**src/rtl/glasscell_pkg.sv**
```systemverilog
// Shared types for the cache arbiter: FSM states, access widths, requester ids
// and small helpers for alignment checks and read-data extension.
package glasscell_pkg;

  typedef enum logic [1:0] {
    StIdle   = 2'b00,
    StAccess = 2'b01,
    StAck    = 2'b10
  } arbState_e;

  typedef enum logic [1:0] {
    WidthByte = 2'b00,
    WidthHalf = 2'b01,
    WidthWord = 2'b10,
    WidthRsvd = 2'b11
  } memWidth_e;

  typedef enum logic {
    ReqInstr = 1'b0,
    ReqData  = 1'b1
  } reqId_e;

  // True when a data access cannot be issued: reserved width or misaligned address.
  function automatic logic isBadAccess(input logic [1:0] width, input logic [1:0] addrLow);
    logic bad;
    bad = 1'b0;
    if (width == WidthRsvd) begin
      bad = 1'b1;
    end else if (width == WidthHalf) begin
      bad = addrLow[0];
    end else if (width == WidthWord) begin
      bad = (addrLow != 2'b00);
    end
    return bad;
  endfunction

  // Zero-extend the low bits of a memory read according to the access width.
  function automatic logic [31:0] zeroExtend(input logic [1:0] width, input logic [31:0] data);
    logic [31:0] ext;
    ext = data;
    if (width == WidthByte) begin
      ext = {24'h000000, data[7:0]};
    end else if (width == WidthHalf) begin
      ext = {16'h0000, data[15:0]};
    end
    return ext;
  endfunction

endpackage

```
**src/rtl/grant_select.sv**
```systemverilog
// Combinational winner selection between the instruction and data ports.
// On a tie the port that did not receive the previous grant wins; the top feeds
// a constant LastGrant when round-robin arbitration is disabled.
module grant_select
  import glasscell_pkg::*;
(
  input  logic   IReq,
  input  logic   DReq,
  input  reqId_e LastGrant,
  output reqId_e Grant
);

  // Pick the winner; data is the default when nothing is requesting.
  always_comb begin
    Grant = ReqData;
    if (IReq && DReq) begin
      if (LastGrant == ReqData) begin
        Grant = ReqInstr;
      end else begin
        Grant = ReqData;
      end
    end else if (IReq) begin
      Grant = ReqInstr;
    end else begin
      Grant = ReqData;
    end
  end

endmodule

```
**src/rtl/cache_arbiter.sv**
```systemverilog
// Two-port cache arbiter: instruction and data requesters share one memory port,
// one transaction in flight at a time (IDLE -> ACCESS -> ACK).
// Optional macro CACHE_ARBITER_ROUND_ROBIN_EN: alternate ties between ports;
// when undefined, data always wins ties and no LastGrant register exists.
module cache_arbiter
  import glasscell_pkg::*;
(
  input  logic        Clock,
  input  logic        Reset,
  input  logic        IReq,
  input  logic [31:0] IAddress,
  output logic [31:0] IData,
  output logic        IAck,
  input  logic        DReq,
  input  logic        DWrite,
  input  logic [1:0]  DWidth,
  input  logic [31:0] DAddress,
  input  logic [31:0] DWriteData,
  output logic [31:0] DReadData,
  output logic        DAck,
  output logic        DError,
  output logic        MemReq,
  output logic        MemWrite,
  output logic [1:0]  MemWidth,
  output logic [31:0] MemAddress,
  output logic [31:0] MemWriteData,
  input  logic [31:0] MemReadData,
  input  logic        MemReady
);

  arbState_e   stateQ, stateD;
  reqId_e      ownerQ;
  reqId_e      winner;
  reqId_e      lastGrant;
  logic        writeQ;
  logic [1:0]  widthQ;
  logic [31:0] addrQ;
  logic [31:0] wdataQ;
  logic        errorQ;
  logic [31:0] iDataQ;
  logic [31:0] dDataQ;
  logic        anyReq;
  logic        dBad;
  logic        grantTaken;

  assign anyReq     = IReq | DReq;
  assign dBad       = isBadAccess(DWidth, DAddress[1:0]);
  assign grantTaken = (stateQ == StIdle) && anyReq;

`ifdef CACHE_ARBITER_ROUND_ROBIN_EN
  reqId_e lastGrantQ;

  // Remember who was granted last; reset value makes the first tie go to instruction.
  always_ff @(posedge Clock) begin
    if (Reset) begin
      lastGrantQ <= ReqData;
    end else if (grantTaken) begin
      lastGrantQ <= winner;
    end
  end

  assign lastGrant = lastGrantQ;
`else
  // Naming instruction as last grant makes every tie resolve to data.
  assign lastGrant = ReqInstr;
`endif

  grant_select u_grantSelect (
    .IReq      (IReq),
    .DReq      (DReq),
    .LastGrant (lastGrant),
    .Grant     (winner)
  );

  // State register.
  always_ff @(posedge Clock) begin
    if (Reset) begin
      stateQ <= StIdle;
    end else begin
      stateQ <= stateD;
    end
  end

  // Next-state logic; rejected data requests bypass the memory access entirely.
  always_comb begin
    stateD = stateQ;
    case (stateQ)
      StIdle: begin
        if (anyReq) begin
          if ((winner == ReqData) && dBad) begin
            stateD = StAck;
          end else begin
            stateD = StAccess;
          end
        end
      end
      StAccess: begin
        if (MemReady) begin
          stateD = StAck;
        end
      end
      StAck: begin
        stateD = StIdle;
      end
      default: begin
        stateD = StIdle;
      end
    endcase
  end

  // Latch the winner's request fields when the grant is taken.
  always_ff @(posedge Clock) begin
    if (Reset) begin
      ownerQ <= ReqInstr;
      writeQ <= 1'b0;
      widthQ <= WidthByte;
      addrQ  <= 32'h0;
      wdataQ <= 32'h0;
      errorQ <= 1'b0;
    end else if (grantTaken) begin
      ownerQ <= winner;
      if (winner == ReqData) begin
        writeQ <= DWrite;
        widthQ <= DWidth;
        addrQ  <= DAddress;
        wdataQ <= DWriteData;
        errorQ <= dBad;
      end else begin
        // Instruction fetches are always word reads.
        writeQ <= 1'b0;
        widthQ <= WidthWord;
        addrQ  <= IAddress;
        wdataQ <= 32'h0;
        errorQ <= 1'b0;
      end
    end
  end

  // Capture read data on completion; values hold between transactions.
  always_ff @(posedge Clock) begin
    if (Reset) begin
      iDataQ <= 32'h0;
      dDataQ <= 32'h0;
    end else if ((stateQ == StAccess) && MemReady) begin
      if (ownerQ == ReqInstr) begin
        iDataQ <= MemReadData;
      end else if (!writeQ) begin
        dDataQ <= zeroExtend(widthQ, MemReadData);
      end
    end else if (grantTaken && (winner == ReqData) && dBad) begin
      dDataQ <= 32'h0;
    end
  end

  assign MemReq       = (stateQ == StAccess);
  assign MemWrite     = writeQ;
  assign MemWidth     = widthQ;
  assign MemAddress   = addrQ;
  assign MemWriteData = wdataQ;

  assign IAck      = (stateQ == StAck) && (ownerQ == ReqInstr);
  assign DAck      = (stateQ == StAck) && (ownerQ == ReqData);
  assign DError    = DAck && errorQ;
  assign IData     = iDataQ;
  assign DReadData = dDataQ;

endmodule

```
**config.mk**
```make
export PLATFORM = sky130hd
export DESIGN_NAME = cache_arbiter
export DESIGN_NICKNAME = d
export VERILOG_FILES = /design/src/rtl/glasscell_pkg.sv /design/src/rtl/grant_select.sv /design/src/rtl/cache_arbiter.sv
export SDC_FILE = /design/constraint.sdc
export NUM_CORES = 1
export LEC_CHECK = 0
export BUFFER_PORTS_ARGS = -buffer_cell sky130_fd_sc_hd__buf_2
export CAP_MARGIN = 0
export CELL_PAD_IN_SITES_DETAIL_PLACEMENT = 1
export CELL_PAD_IN_SITES_GLOBAL_PLACEMENT = 2
export CORE_ASPECT_RATIO = 0.6
export CORE_MARGIN = 2
export CORE_UTILIZATION = 25
export DETAILED_ROUTE_END_ITERATION = 10
export GPL_TIMING_DRIVEN = 0
export PLACE_DENSITY_LB_ADDON = 0.1
export SLEW_MARGIN = 20
export SYNTH_ARGS = -nofsm -noshare
export SYNTH_HDL_FRONTEND = slang
export SYNTH_SLANG_ARGS = --single-unit
```
**constraint.sdc**
```tcl
create_clock -name Clock -period 3.8 [get_ports Clock]
set_input_delay 0.19 -clock Clock [delete_from_list [all_inputs] [get_ports Clock]]
set_output_delay 0.19 -clock Clock [all_outputs]
set_load 0.01 [all_outputs]
```
After elaboration in Yosys (flattened, before gate mapping)
Index checks and enable logic that the tools add are counted.

word-level totals
  register bits = 135
  bits of input ports = 136
  output and inout bits = 135
  logic and storage cells = 57

cells by class
  equality and inequality tests = 10
  mux-type cells = 20
  bitwise logic cells = 2
  reductions and logical operators = 16

operators by type and width
  cell                                                   count
  two-way mux 32 bit                                     8
  logical AND 1 bit                                      9
  two-way mux 2 bit                                      4
  two-way mux 1 bit                                      7
  equality test 2 x 1 -> 1 bit, second input constant    3
  equality test 2 bit, second input constant             3
  inequality test 2 bit, second input constant           3
  zero test 2 bit                                        2
  one-hot mux 2 bit (2 select lines)                     1
  AND reduction 2 bit                                    2
  nonzero test 2 bit                                     2
  AND reduction 3 bit                                    1
  inequality test 2 x 1 -> 1 bit, second input constant  1
  NOT 1 bit                                              1
  bitwise OR 1 bit                                       1

Longest topological paths before layout
Gate-level depths: netlist of the first run.

  depth after elaboration = 8
  depth in mapped cells = 7

Modules after synthesis
A second synthesis of the first run with hierarchy kept.

second synthesis, totals
  cells, all modules = 595
  area, all modules = 5346.4 um^2

by module, submodules not included
  module         instances  cells each  area an instance (um^2)  seq. area each (um^2)
  cache_arbiter  1          593         5333.9                   2702.6
  grant_select   1          2           12.5                     0.0

Worst setup path before layout of the first run
No wires, ideal clock.

  kind = flip-flop to flip-flop
  start point = reg stateQ[0]
  end point = reg dDataQ[11] (netlist: DReadData[11])
  setup time = 0.072 ns
  arrival = 1.524 ns
  required time = 3.728 ns
  slack = 2.205 ns
  stages on the path, launching flop included = 7
  path buffers = 3
  cell sequence = dfxtp_1 -> buf_6 -> or3_1 -> buf_6 -> o21ai_4 -> buf_12 -> mux2i_1

between the ends
  longest elaborated chain between the ends = 6
  elaborated cells between the ends (all ways) = 11

ends and longest elaborated chain
  item                            RTL line              RTL
  start: declaration              cache_arbiter.sv:31   arbState_e stateQ, stateD;
  start signal: assignment        cache_arbiter.sv:78   stateQ <= StIdle;
  start signal: assignment        cache_arbiter.sv:80   stateQ <= stateD;
  zero test 2 bit                 cache_arbiter.sv:48   assign grantTaken = (stateQ == StIdle) && anyReq;
  logical AND 1 bit               cache_arbiter.sv:48
  logical AND 1 bit (2 in a row)  cache_arbiter.sv:150  end else if (grantTaken && (winner == ReqData) && dBad) begin
  nonzero test 2 bit (no line)    -
  AND reduction 3 bit (no line)   -
  end signal: assignment          cache_arbiter.sv:148  dDataQ <= zeroExtend(widthQ, MemReadData);
  end: declaration                cache_arbiter.sv:41   logic [31:0] dDataQ;

Parallel ways exist; a longest one is shown, timed or not.
A chain may end at the register's enable or synchronous reset.

Worst setup path after layout of the first run
  start point = reg stateQ[0]
  end point = reg iDataQ[26] (netlist: IData[26])

between the ends
  longest elaborated chain between the ends = 3

ends and longest elaborated chain
  item                           RTL line              RTL
  equality test 2 x 1 -> 1 bit   cache_arbiter.sv:144  end else if ((stateQ == StAccess) && MemReady) begin
  logical AND 1 bit              cache_arbiter.sv:144
  AND reduction 2 bit (no line)  -
  end signal: assignment         cache_arbiter.sv:146  iDataQ <= MemReadData;
  end: declaration               cache_arbiter.sv:40   logic [31:0] iDataQ;

Every way passes these cells.

==> impl_metrics.env, run 1 <==
export IMPL_worstPathArrival_ns=2.36
export IMPL_max_slew_margin_rel_pct=48.7
export IMPL_grt_first_pass_wirelength_mm=29.6
export IMPL_avgSynthCellArea_um2=9.15
export IMPL_yosysMostFrequentCell="dfxtp_1"
export IMPL_worstMarginPinSlew_ns=0.763
export IMPL_insertion_delay_ns=0.42
export IMPL_setup_tns_ns=0
export IMPL_internal_power_mw=2.75
export IMPL_synth_cell_types=30
export IMPL_combPwrFrac_pct=16.3
export IMPL_grt_pass1_vias=5496
export IMPL_dr_pass1_iters=4
export IMPL_hold_violations=0
export IMPL_first_iter_violations=149
export IMPL_synth_area_leaders="dfxtp_1, mux2i_1, nand2_1"
export IMPL_drv_slew=0
export IMPL_grt_setup_unrepaired="no"
export IMPL_post_route_min_period_ns=2.01
export IMPL_grt_max_degree=17
export IMPL_fin_util_pct=37.1
export IMPL_fmax_ghz=0.496
export IMPL_vdd_drop_max_mv=0.298
export IMPL_regToRegSetupSlack_ns=1.79
export IMPL_wire_per_inst_um=16.5
export IMPL_synth_seq_area_share_pct=51.4
export IMPL_setup_viol=0
export IMPL_antenna_found_initial=2
export IMPL_cts_buffers=17
export IMPL_pwr_share_seq_pct=41.6
export IMPL_core_area_um2=20800
export IMPL_yosysTopAreaCell="dfxtp_1"
export IMPL_synth_top_cells_by_count="dfxtp_1, nand2_1, nor2_1"
export IMPL_ant_nets=0
export IMPL_crit_fanout=10
export IMPL_leakage_nw=3.48
export IMPL_syn_area_um2=5260
export IMPL_clock_sinks=135
export IMPL_hold_ws_ns=0.0232
export IMPL_die_area_um2=22300
export IMPL_dpl_hpwl_mm=15.2
export IMPL_place_inst=1124
export IMPL_cp_start_kind="flip-flop"
export IMPL_timing_final_ws_setup_ns=1.79
export IMPL_switchingPower_mw=0.990
export IMPL_finClkSkew_ns=0.00719
export IMPL_postCtsHoldBufs=20
export IMPL_nets=1020
export IMPL_synth_ff_type="dfxtp_1"
export IMPL_rows=41
export IMPL_drive_above_1_share_pct=34.9
export IMPL_cts_resized=0
export IMPL_cp_required_ns=4.14
export IMPL_netlist_area_leader_share_pct=51.4
export IMPL_ys_warn_count=0
export IMPL_clkSlewWorstSetupHoldPaths_ns=0.06
export IMPL_gr_total_overflow=0
export IMPL_swShare_pct=26.5
export IMPL_synth_ff_latch_count=135
export IMPL_initial_core_util_pct=25.3
export IMPL_synth_async_reset_ratio_pct=0
export IMPL_hold_path_class="input pin to flip-flop"
export IMPL_clockBufferDepth=2
export IMPL_finalWeightedCongestion=0.749
export IMPL_clock_tree_root_cell="clkbuf_16"
export IMPL_fp_dieH_um=116
export IMPL_syn_inst=575
export IMPL_grtUsageTotal_pct=17.6
export IMPL_vias=5189
export IMPL_p_per_area_nw_per_um2=485
export IMPL_syn_nets=711
export IMPL_avgViaCountPerCell=4.43
export IMPL_htreeDepth=4
export IMPL_diodes=0
export IMPL_final_cells=1171
export IMPL_area_delta_synth_final_pct=46.6
export IMPL_die_x_um=191
export IMPL_crit_path_end_kind="flip-flop"
export IMPL_wirelength_mm=19.3
export IMPL_dpl_worst_slack_ns=1.71
export IMPL_maxCapViolCount=0
export IMPL_synth_edf_count=0
export IMPL_numPortBuffers=270
export IMPL_min_period_over_period_pct=53.0
export IMPL_io_pins=271
export IMPL_drc=0
export IMPL_postCtsSetupBuffers=0
export IMPL_critPathKind="flip-flop to flip-flop"
export IMPL_status="finished clean"
export IMPL_p_clk_share_pct=42.1
export IMPL_cts_tree="built"
==> layout by cell type (no fill, tap or decap), drive strengths merged <==
cell type,synthesis,final
a211o,1,1
a211oi,32,32
a21oi,42,42
a22oi,35,35
and2,1,1
and3b,3,3
buf,13,283
bufinv,0,1
clkbuf,35,59
clkinv,0,1
clkinvlp,0,1
dfxtp,135,135
dlygate4sd3,0,20
inv,3,3
mux2i,56,56
nand2,98,98
nand2b,24,24
nand3b,1,1
nor2,72,72
nor2b,2,2
nor3,3,3
nor3b,3,3
nor4b,1,1
o211ai,8,8
o21ai,2,2
o22ai,1,1
o31a,1,1
or2,1,1
or3,2,2
==> cell families after synthesis <==
group / after synthesis / synth area share, %
and+or+nand+nor: 211 / 17.8
DFF: 135 / 51.4
buffers and inverters: 51 / 4.68
muxes: 56 / 10.7
AOI/OAI and AO/OA: 122 / 15.5
==> worst paths after layout <==
| check | from | end | depth (start not counted) |
|---|---|---|---|
| setup / recovery | stateQ[0] | IData[26] | 6 |
| hold / removal | MemReadData[0] | IData[0] | 3 |
| setup reg to reg | stateQ[0] | IData[26] | 6 |
| hold reg to reg | IData[28] | IData[28] | 2 |
==> critical path, stage by stage (launching register included) <==
cell      delay [ns]
dfxtp_1         0.32
buf_6           0.13
nand2_1         0.15
nor3_1          0.63
clkbuf_1        0.45
nand2_1         0.12
a21oi_1         0.15
==> metrics by stage <==
stage,power [mW],instance area (µm²)
4_1_cts,3.81,7720
3_5_place_dp,2.19,6960
3_3_place_gp,2.17,6960
6_report,3.74,7720
2_1_floorplan,1.91,5260
5_1_grt,3.94,7720
==> state kept, by name, indices dropped and copies added, names as in the netlist <==
name,cells
MemAddress,32
stateQ,2
errorQ,1
MemWidth,2
MemWrite,1
MemWriteData,32
DReadData,32
ownerQ,1
IData,32
==> layer usage <==
layer	wire length [µm]	GRT usage, %
met4	175	4.97
met1	9020	22.0
met3	1440	6.79
met5	7	0
met2	8690	28.2
==> power by group through the flow <==
stage	logic (mW)	registers (mW)	clock network, mW
6_report	0.610	1.56	1.58
5_1_grt	0.680	1.57	1.70
4_1_cts	0.621	1.56	1.63
3_5_place_dp	0.603	1.59	0
3_3_place_gp	0.589	1.58	0
2_1_floorplan	0.289	1.62	0
==> area by class of cell <==
type	count	area, µm²
plain buffers	48	235
clock buffers	24	512
clock inverters	3	42.5
fillers	2508	13100
inverters	3	11.3
multi-input cells	389	2310
flip-flops and latches	135	2700
well taps	279	349
repair buffers	290	1550
Power figures use the tool's default switching activity.
==> run 2, diff against run 1 <==
- CORE_UTILIZATION: 25 -> 22
- clock period: 3.8 -> 1.7 ns (I/O delays scaled with it)
==> impl_metrics.env, run 2 (same netlist as run 1, synthesis figures left out) <==
export IMPL_p_per_area_nw_per_um2=1040
export IMPL_reg2reg_depth=7
export IMPL_dpl_instance_area_um2=7010
export IMPL_vias=5534
export IMPL_grtUsageTotal_pct=17.1
export IMPL_cp_start_kind="flip-flop"
export IMPL_drv_slew=0
export IMPL_io_pins=271
export IMPL_leakage_nw=3.97
export IMPL_drive_above_1_share_pct=37.3
export IMPL_nets=1093
export IMPL_p_total_mw=9.06
export IMPL_initial_core_util_pct=22.6
export IMPL_insertion_delay_ns=0.43
export IMPL_area_delta_synth_final_pct=65.9
export IMPL_wirelength_mm=21.5
export IMPL_multi_input_comb_area_um2=2390
export IMPL_vdd_drop_max_mv=0.703
export IMPL_die_x_um=204
export IMPL_grt_pass1_vias=5783
export IMPL_diodes=0
export IMPL_finalWeightedCongestion=0.761
export IMPL_rows=43
export IMPL_min_period_over_period_pct=99.0
export IMPL_drc=0
export IMPL_antenna_found_initial=0
export IMPL_ant_nets=0
export IMPL_finalInstanceArea_um2=8730
export IMPL_fill_cells=2759
export IMPL_grt_first_pass_wirelength_mm=32.6
export IMPL_wire_per_inst_um=16.7
export IMPL_fp_dieH_um=124
export IMPL_hold_violations=0
export IMPL_die_area_um2=25200
export IMPL_setup_viol=0
export IMPL_cts_buffers=17
export IMPL_worstPathArrival_ns=2.03
export IMPL_status="finished clean"
export IMPL_hold_ws_ns=0.0220
export IMPL_numPortBuffers=270
export IMPL_dpl_hpwl_mm=16.0
export IMPL_dr_pass1_iters=4
export IMPL_timing_final_ws_setup_ns=0.0167
export IMPL_hold_path_class="input pin to flip-flop"
export IMPL_clock_tree_root_cell="clkbuf_16"
export IMPL_dpl_worst_slack_ns=-0.379
export IMPL_clkSlewWorstSetupHoldPaths_ns=0.06
export IMPL_clock_sinks=135
export IMPL_worstMarginPinSlew_ns=0.680
export IMPL_avgViaCountPerCell=4.31
export IMPL_hold_path_depth=3
export IMPL_grt_max_degree=17
export IMPL_max_slew_margin_rel_pct=54.7
export IMPL_grt_setup_unrepaired="yes"
export IMPL_setup_tns_ns=0
export IMPL_first_iter_violations=137
export IMPL_cts_tree="built"
export IMPL_core_area_um2=23300
export IMPL_seq_area_um2=2700
export IMPL_htreeDepth=4
export IMPL_finClkSkew_ns=0.00670
export IMPL_post_route_min_period_ns=1.68
export IMPL_fmax_ghz=0.594
export IMPL_critPathKind="flip-flop to flip-flop"
export IMPL_layout_common_cells="buf_2, dfxtp_1, nand2_1"
export IMPL_crit_fanout=8
export IMPL_crit_path_end_kind="flip-flop"
export IMPL_final_common_cell="buf_2"
export IMPL_clockBufferDepth=2
export IMPL_cp_required_ns=2.05
export IMPL_gr_total_overflow=0
export IMPL_maxCapViolCount=0
run 2: cell count changes in the layout (fill, tap and decap cells not counted), moves of 4 or more:
cell	change
dlygate4sd3_1	+62
clkbuf_1	-21
clkbuf_2	+14
buf_4	+10
clkbuf_8	-5
clkinv_2	+4
run 2: layout make-up:
type                            count  area share [%]
Buffer                             45            3.12
Sequential cell                   135            31.0
Multi-Input combinational cell    389            27.4
Clock inverter                     13            2.05
Clock buffer                       19            5.07
Tap cell                          315            4.51
Timing Repair Buffer              366            26.8
Inverter                            3           0.129
run 2: layer usage:
metal  vias to the layer above  wire, µm  global-route usage [%]
li1                       2738         -                       -
met5                         -         0                       0
met3                        27      1190                    5.18
met4                         0       381                    5.98
met1                      2633     10400                    22.3
met2                       136      9580                    26.9
run 2: worst max-delay path, stage by stage (launching register included):
cell	delay, ns
dfxtp_2	0.32
buf_6	0.13
or3_4	0.37
buf_8	0.15
o21ai_4	0.16
buf_12	0.15
buf_12	0.13
mux2i_1	0.21
run 2: path summary, 6_finish.rpt:
check,start,end,slack (ns)
worst max-delay path,stateQ[0],DReadData[12],0.02
worst max register to register,stateQ[0],DReadData[12],0.02
worst min-delay path,DAddress[0],MemAddress[0],0.02
worst min register to register,IData[14],IData[14],0.45
run 2: through the flow:
| stage | instances | util [%] |
|---|---|---|
| floorplan | 575 | - |
| global route | 1285 | 37.5 |
| global placement | 1160 | 30.1 |
| finish | 1285 | 37.5 |
| detailed placement | 1160 | 30.1 |
| CTS | 1276 | 36.6 |
run 2: repair_timing:
action | 4_1_cts | 5_1_grt
endpoints found under the setup margin | 114 | 127
hold buffers | 82 | 0
pin swaps | 2 | 3
endpoints found under the hold margin | 109 | 0
gates cloned | 0 | 3
buffers inserted | 2 | 9
resized for setup | 26 | 33
run 2: report_power, final:
part | internal (mW) | leakage (nW) | switching, mW
Combinational | 0.782 | 2.56 | 0.869
Clock | 2.48 | 0.306 | 1.44
Sequential | 3.37 | 1.10 | 0.114
==> run 3, diff against run 2 <==
- CORE_ASPECT_RATIO: 0.6 -> not set
==> impl_metrics.env, run 3 (same netlist as run 1, synthesis figures left out) <==
export IMPL_gr_total_overflow=0
export IMPL_htreeDepth=4
export IMPL_grt_pass1_vias=6009
export IMPL_ant_nets=0
export IMPL_cts_buffers=17
export IMPL_clock_sinks=135
export IMPL_die_x_um=159
export IMPL_cp_start_kind="flip-flop"
export IMPL_crit_family="buffers and inverters"
export IMPL_hold_ws_ns=0.0196
export IMPL_worstMarginPinSlew_ns=0.637
export IMPL_setup_viol=0
export IMPL_min_period_over_period_pct=99.4
export IMPL_die_area_um2=25200
export IMPL_io_pins=271
export IMPL_post_route_min_period_ns=1.69
export IMPL_maxCapViolCount=0
export IMPL_layout_common_cells="buf_2, dfxtp_1, nand2_1"
export IMPL_dpl_hpwl_mm=15.6
export IMPL_crit_top_cell="buf_6"
export IMPL_max_slew_margin_rel_pct=57.6
export IMPL_hold_path_class="input pin to flip-flop"
export IMPL_crit_fanout=5
export IMPL_clockBufferDepth=2
export IMPL_antenna_found_initial=2
export IMPL_area_delta_synth_final_pct=65.3
export IMPL_critPathKind="flip-flop to flip-flop"
export IMPL_insertion_delay_ns=0.42
export IMPL_crit_path_end_kind="flip-flop"
export IMPL_dr_wl_met2_mm=10.9
export IMPL_drc=0
export IMPL_finClkSkew_ns=0.0105
export IMPL_worst_path_buf_inv=4
export IMPL_numPortBuffers=270
export IMPL_wl_met3_mm=1.44
export IMPL_grt_setup_unrepaired="yes"
export IMPL_dr_max_layer_used="met5"
export IMPL_leakage_nw=3.96
export IMPL_cp_required_ns=2.05
export IMPL_crit_path_cell_trace="buf_6 > or3_4 > buf_6 > o21ai_4 > buf_12 > clkbuf_16 > mux2i_1"
export IMPL_drv_slew=0
export IMPL_p_per_area_nw_per_um2=1050
export IMPL_reg2reg_depth=7
export IMPL_dr_pass1_iters=4
export IMPL_crit_path_max_incr_delay_ns=0.37
export IMPL_nets=1092
export IMPL_worstHoldStart="IAddress[31]"
export IMPL_finalWeightedCongestion=0.758
export IMPL_hold_path_depth=3
export IMPL_initial_core_util_pct=22.4
export IMPL_drive_above_1_share_pct=37.1
export IMPL_clkSlewWorstSetupHoldPaths_ns=0.06
export IMPL_worstPathArrival_ns=2.04
export IMPL_grt_max_degree=17
export IMPL_r2r_end="DReadData[25]"
export IMPL_r2r_start="stateQ[0]"
export IMPL_wire_per_inst_um=16.5
export IMPL_critical_path_slowest_cell="or3_4"
export IMPL_rows=56
export IMPL_cts_tree="built"
export IMPL_core_area_um2=23500
export IMPL_fmax_ghz=0.592
export IMPL_avgViaCountPerCell=4.31
export IMPL_status="finished clean"
export IMPL_vdd_drop_max_mv=0.466
export IMPL_fp_dieH_um=159
export IMPL_fin_util_pct=37.1
export IMPL_grt_first_pass_wirelength_mm=32.1
export IMPL_setup_tns_ns=0
export IMPL_clock_tree_root_cell="clkbuf_16"
export IMPL_p_total_mw=9.09
export IMPL_first_iter_violations=156
export IMPL_final_common_cell="buf_2"
export IMPL_wirelength_mm=21.2
export IMPL_vias=5556
export IMPL_m1WireLength_mm=8.51
export IMPL_regToRegSetupSlack_ns=0.01
export IMPL_hold_violations=0
export IMPL_grtUsageTotal_pct=16.7
export IMPL_whs_endpoint="MemAddress[31]"
[run 3: how the worst max path moves through the flow]
stage	from	end	slack [ns]	cells after the start
5_1_grt	stateQ[0]	DReadData[3]	-0.04	7
4_1_cts	stateQ[0]	IData[25]	-0.006	7
3_3_place_gp	stateQ[0]	IData[30]	-0.30	6
2_1_floorplan	stateQ[0]	DReadData[11]	0.10	6
6_report	stateQ[0]	DReadData[25]	0.01	7
3_5_place_dp	stateQ[0]	IData[26]	-0.35	6
[run 3: metrics by stage]
stage                     cells  worst slack (ns)  instance area, µm²
after global routing       1287           -0.0356                8690
final                      1288            0.0106                8700
after detailed placement   1164            -0.349                7010
after CTS                  1277          -0.00560                8540
after global placement     1164            -0.299                7010
after floorplan             575             0.105                5260
[run 3: layer usage]
layer	vias up	GRT usage, %
li1	2744	-
met5	-	0
met3	29	5.31
met4	2	6.09
met2	165	29.9
met1	2616	18.5
[run 3: area by class of cell]
| cell class | count | area (µm²) |
|---|---|---|
| timing repair buffer | 364 | 2310 |
| sequential | 135 | 2700 |
| tap | 319 | 399 |
| clock inverter | 14 | 199 |
| clock buffer | 17 | 425 |
| fill | 2830 | 14800 |
| buffer | 46 | 275 |
| antenna | 1 | 2.50 |
| multi-input combinational | 389 | 2370 |
| inverter | 3 | 11.3 |
[run 3: report_power, final]
group / internal [mW] / total [mW] / switching [mW]
sequential: 3.37 / 3.49 / 0.117
clock: 2.46 / 3.97 / 1.51
combinational: 0.781 / 1.64 / 0.855
[run 3: worst register-to-register path: cells and delay by family, from the launching register on]
kind | cells | cell delay, ns
simple gates | 1 | 0.37
mux | 1 | 0.19
buf+inv | 4 | 0.60
flops | 1 | 0.32
compound gates | 1 | 0.14
[run 3: what timing repair did]
item	in CTS	in global routing
hold endpoints to repair	107	0
resized for setup	25	25
setup buffers	3	8
hold buffers	79	0
pin swaps	2	1
cloned	0	4
endpoints found under the setup margin	115	106
